[src/rtl/lsu_tlbrdret.sv]
// lsu_tlbrdret: return path for TLB diagnostic reads (tag/data ASI loads).
// A read is latched on issue, its formatted result captured one cycle later,
// then held for the return arbiter until granted. Parity errors seen on
// captured reads are counted (saturating) and the first one is logged.
module lsu_tlbrdret #(
    parameter int DATA_W = 64
) (
    input  logic              rclk,
    input  logic              arst_l,
    input  logic              rd_req_g,
    input  logic [1:0]        rd_tid_g,
    input  logic              rd_data_sel_g,
    input  logic [DATA_W-1:0] lsu_tlb_rd_data,
    input  logic              tte_data_parity_error,
    input  logic              tte_tag_parity_error,
    input  logic              rd_flush_w,
    input  logic              ret_grant,
    input  logic              perr_log_clr,
    output logic              ret_req,
    output logic [1:0]        ret_tid,
    output logic [DATA_W-1:0] ret_data,
    output logic              ret_perr,
    output logic              busy,
    output logic [7:0]        perr_cnt,
    output logic              perr_log_vld,
    output logic [1:0]        perr_log_tid,
    output logic              perr_log_is_data
);

    typedef enum logic [1:0] {
        IDLE = 2'd0,
        CAPT = 2'd1,
        RET  = 2'd2
    } state_t;

    state_t     state;
    state_t     state_nxt;
    logic [1:0] lat_tid;
    logic       lat_sel;
    logic       accept;
    logic       capture;
    logic       sel_err;
    logic       cap_err;

    // Increment that sticks at all-ones instead of wrapping.
    function automatic logic [7:0] sat_inc(input logic [7:0] cnt);
        sat_inc = (cnt == 8'hFF) ? cnt : cnt + 8'd1;
    endfunction

    // State register; reset abandons any read in flight.
    always_ff @(posedge rclk or negedge arst_l) begin
        if (!arst_l) begin
            state <= IDLE;
        end else begin
            state <= state_nxt;
        end
    end

    // Next state, accept/capture strobes and the combinational busy flag.
    // A grant in RET frees the block in the same cycle so a new read can
    // be taken without an idle bubble.
    always_comb begin
        state_nxt = state;
        busy      = (state != IDLE) && !((state == RET) && ret_grant);
        accept    = rd_req_g && !busy;
        capture   = (state == CAPT) && !rd_flush_w;
        sel_err   = lat_sel ? tte_data_parity_error : tte_tag_parity_error;
        cap_err   = capture && sel_err;
        ret_req   = (state == RET);
        case (state)
            IDLE: if (rd_req_g) state_nxt = CAPT;
            CAPT: state_nxt = rd_flush_w ? IDLE : RET;
            RET: begin
                if (ret_grant) state_nxt = rd_req_g ? CAPT : IDLE;
            end
            default: state_nxt = IDLE;
        endcase
    end

    // Latch the request attributes whenever a new read is accepted.
    always_ff @(posedge rclk or negedge arst_l) begin
        if (!arst_l) begin
            lat_tid <= 2'd0;
            lat_sel <= 1'b0;
        end else if (accept) begin
            lat_tid <= rd_tid_g;
            lat_sel <= rd_data_sel_g;
        end
    end

    // Capture the read result; held unchanged through RET until granted.
    always_ff @(posedge rclk or negedge arst_l) begin
        if (!arst_l) begin
            ret_data <= '0;
            ret_tid  <= 2'd0;
            ret_perr <= 1'b0;
        end else if (capture) begin
            ret_data <= lsu_tlb_rd_data;
            ret_tid  <= lat_tid;
            ret_perr <= sel_err;
        end
    end

    // Error counter and first-error log; a clear coinciding with an error
    // restarts both from that error.
    always_ff @(posedge rclk or negedge arst_l) begin
        if (!arst_l) begin
            perr_cnt         <= 8'd0;
            perr_log_vld     <= 1'b0;
            perr_log_tid     <= 2'd0;
            perr_log_is_data <= 1'b0;
        end else if (perr_log_clr) begin
            perr_cnt         <= cap_err ? 8'd1 : 8'd0;
            perr_log_vld     <= cap_err;
            perr_log_tid     <= cap_err ? lat_tid : 2'd0;
            perr_log_is_data <= cap_err ? lat_sel : 1'b0;
        end else if (cap_err) begin
            perr_cnt <= sat_inc(perr_cnt);
            if (!perr_log_vld) begin
                perr_log_vld     <= 1'b1;
                perr_log_tid     <= lat_tid;
                perr_log_is_data <= lat_sel;
            end
        end
    end

endmodule

[config.mk]
export PLATFORM = sky130hd
export DESIGN_NAME = lsu_tlbrdret
export DESIGN_NICKNAME = d
export VERILOG_FILES = /design/src/rtl/lsu_tlbrdret.sv
export SDC_FILE = /design/constraint.sdc
export NUM_CORES = 1
export LEC_CHECK = 0
export BUFFER_PORTS_ARGS = -buffer_cell sky130_fd_sc_hd__buf_2
export CORE_ASPECT_RATIO = 0.9
export CORE_MARGIN = 3
export CORE_UTILIZATION = 50
export DETAILED_ROUTE_END_ITERATION = 8
export GPL_TIMING_DRIVEN = 0
export PLACE_DENSITY = 0.92
export SYNTH_ARGS = -nofsm -noshare
export SYNTH_HDL_FRONTEND = slang
export SYNTH_SLANG_ARGS = --single-unit
[constraint.sdc]
create_clock -name rclk -period 2.4 [get_ports rclk]
set_input_delay 0.48 -clock rclk [delete_from_list [all_inputs] [get_ports rclk]]
set_output_delay 0.48 -clock rclk [all_outputs]
set_load 0.02 [all_outputs]
==> insert_results.sql <==
INSERT INTO impl_metrics (metric_group, metric, value, unit) VALUES
('clocking', 'clk_pin_slew_worst_paths', '90', 'ps'),
('clocking', 'h-tree-depth', '3', ''),
('clocking', 'holdBufCountCts', '0', ''),
('sta', 'grt_setup_unrepaired', 'no', ''),
('finish', 'antennaDiodeCount', '0', ''),
('power_and_ir_drop', 'p_leak', '2.57', 'nW'),
('synth', 'synth.yosys.warnings', '0', ''),
('clocking', 'clk-insertion-delay-late', '340', 'ps'),
('synth', 'synthesis.area_per_instance', '9.21', 'µm²'),
('sta', 'final_min_period_over_clock_period', '76.0', '%'),
('synth', 'synthDominantCellAreaShare', '63.4', '%'),
('finish', 'synthToLayoutAreaGrowth', '33.9', '%'),
('synth', 'postSynth.asyncResetShare', '100', '%'),
('sta', 'fmax', '0.548', 'GHz'),
('floorplanning', 'core.rowCount', '27', ''),
('clocking', 'cts.root.buffer_cell', 'clkbuf_8', ''),
('synth', 'mappedNetlistArea', '3320', 'µm²'),
('worst_setup_path', 'critical_path.max_fanout', '10', ''),
('finish', 'fin_area', '4440', 'µm²'),
('sta', 'final.setup_skew', '12.0', 'ps'),
('power_and_ir_drop', 'ir_worst_vdd', '0.577', 'mV'),
('run_status', 'run_status', 'finished, final reports clean', ''),
('floorplanning', 'die_h', '83.3', 'µm'),
('floorplanning', 'die-area', '7650', 'µm²'),
('synth', 'synth.area.top_cells', 'dfrtp_1 (63%), nand2_1 (24%), mux2_2 (1.4%), mux2i_1 (1.2%), clkbuf_1 (1.1%)', ''),
('placement', 'hpwl_reported_at_the_end_of_detailed_placement', '6430', 'µm'),
('worst_setup_path', 'crit_path_max_incr_delay', '420', 'ps'),
('floorplanning', 'initial_utilization', '52.8', '%'),
('synth', 'synthesis_stage_register_bit_count', '84', ''),
('global_routing', 'initial_antenna_violation_count', '0', ''),
('worst_hold_path', 'path_category_of_the_worst_min_delay_check', 'in2async', ''),
('worst_setup_path', 'critical_path.most_common_cell', 'nand2_1', ''),
('floorplanning', 'top_level_ports', '156', ''),
('global_routing', 'grt_max_degree', '50', ''),
('power_and_ir_drop', 'finalPower', '4.26', 'mW'),
('drt', 'post_drt_via_cell_ratio', '4.87', ''),
('synth', 'synth_enable_flop_cells', '0', ''),
('drt', 'vias', '3012', ''),
('worst_setup_path', 'r2r_slack', '580', 'ps'),
('clocking', 'clock_tree_from_tritoncts', 'built', ''),
('global_routing', 'aggregate_global_route_resource_usage', '22.4', '%'),
('worst_setup_path', 'worst_ep_arrival_time', '2110', 'ps'),
('synth', 'synth_nets', '436', ''),
('drt', 'routed_wire_length_per_instance', '13.6', 'µm'),
('drt', 'drt_wl_total', '8410', 'µm'),
('placement', 'area_after_dpl', '4230', 'µm²'),
('worst_setup_path', 'critPathTopFamily', 'buffers and inverters', ''),
('worst_setup_path', 'timing.critical_path.to_type', 'flop', ''),
('clocking', 'cts_repair_resize_count', '0', ''),
('sta', 'final_tns_setup', '0', 'ps'),
('sta', 'holdWs', '91.8', 'ps'),
('synth', 'yosysTopAreaCell', 'dfrtp_1', ''),
('clocking', 'cts_made_buffers', '9', ''),
('sta', 'final_max_slew_viol_count', '0', ''),
('drt', 'drt_iter0_drc', '110', ''),
('finish', 'drive_above_1_share', '33.5', '%'),
('sta', 'maxSlewHeadroom', '65.3', '%'),
('flow_run', 'cap_violations', '0', ''),
('drt', 'drc_markers', '0', ''),
('global_routing', 'wire_length_of_the_first_global_routing_pass', '13800', 'µm'),
('drt', 'drt-pass1-iter-count', '4', ''),
('worst_setup_path', 'cp_data_required_time', '2680', 'ps'),
('sta', 'finalSetupViolCount', '0', ''),
('worst_setup_path', 'cpMaxStageDelayCell', 'dfrtp_1', ''),
('worst_setup_path', 'critical_path.cell_chain', 'nor3b_2 -> buf_2 -> buf_1 -> nand2_1 -> nand2_1', ''),
('drt', 'ant_nets', '0', ''),
('worst_setup_path', 'critPathBufInv', '2', ''),
('sta', 'period_minus_slack', '1820', 'ps'),
('global_routing', 'grt_pass1_vias', '3041', ''),
('synth', 'ys_seq_area_share', '63.4', '%'),
('power_and_ir_drop', 'cellPowerDensity', '958', 'nW/µm²');
power breakdown:
part           total (mW)  switching (mW)  internal, mW
clock network        1.09           0.495         0.593
registers            1.92           0.182          1.74
logic                1.25           0.829         0.418
total                4.26            1.51          2.75
final cells by class:
class,instances,area [µm²]
multi-input combinational,256,1140
clock buffer,11,131
inverter,4,15.0
tap,87,109
buffer,16,62.6
fill,508,1840
sequential,84,2100
timing repair buffer,155,801
clock inverter,5,85.1
per-stage QoR:
stage	setup WS, ps	instances	util (%)
detailed placement	412	602	67.3
global placement	256	601	66.8
CTS	558	618	70.7
floorplan	698	360	-
global route	441	618	70.7
finish	576	618	70.7
metal layers:
| layer | GRT usage [%] | share of wire [%] |
|---|---|---|
| met5 | 0 | 0 |
| met4 | 5.67 | 0.93 |
| met3 | 6.07 | 8.0 |
| met2 | 39.9 | 50 |
| met1 | 26.6 | 41 |
registers in the layout (all words and copies together), names as in the netlist:
signal / cells
lat_tid: 2
perr_log_vld: 1
perr_cnt: 8
ret_data: 64
ret_perr: 1
state: 2
perr_log_is_data: 1
ret_tid: 2
perr_log_tid: 2
lat_sel: 1
worst register-to-register path, stage by stage (launching register included):
cell,delay [ps]
dfrtp_1,420
nor3b_2,420
buf_2,310
buf_1,370
nand2_1,160
nand2_1,90
layout by cell type (no fill, tap or decap), types with 3 or more instances in the layout:
cell | synthesis | routed
nand2_1 | 208 | 208
buf_2 | 2 | 155
dfrtp_1 | 84 | 84
clkbuf_1 | 10 | 12
clkbuf_8 | 0 | 9
nor2_1 | 8 | 8
inv_1 | 4 | 4
buf_1 | 4 | 4
mux2i_1 | 4 | 4
nor3_1 | 4 | 4
mux2_2 | 4 | 4
nand3_1 | 3 | 3
a32o_1 | 3 | 3
cells by family (layout without fill, tap and decap cells):
group | count (synthesis) | count (layout) | share of synthesized area (%)
DFF | 84 | 84 | 63.4
AOI/OAI and AO/OA | 11 | 11 | 2.68
and+or+nand+nor | 235 | 235 | 28.3
buffers and inverters | 20 | 191 | 2.34
muxes | 9 | 9 | 2.90
adders and majority gates | 1 | 1 | 0.377
worst paths after layout:
check | end | depth (start not counted) | startpoint
worst min-delay path | perr_cnt[0] | 1 | arst_l
worst max-delay path | ret_data[62] | 5 | state[1]
max in group asynchronous | ret_data[13] | 2 | arst_l
worst max register to register | ret_data[62] | 5 | state[1]
min in group rclk | ret_data[18] | 3 | lsu_tlb_rd_data[18]
worst min register to register | ret_data[7] | 2 | ret_data[7]
Note: power is estimated with default switching activity, not from simulation.
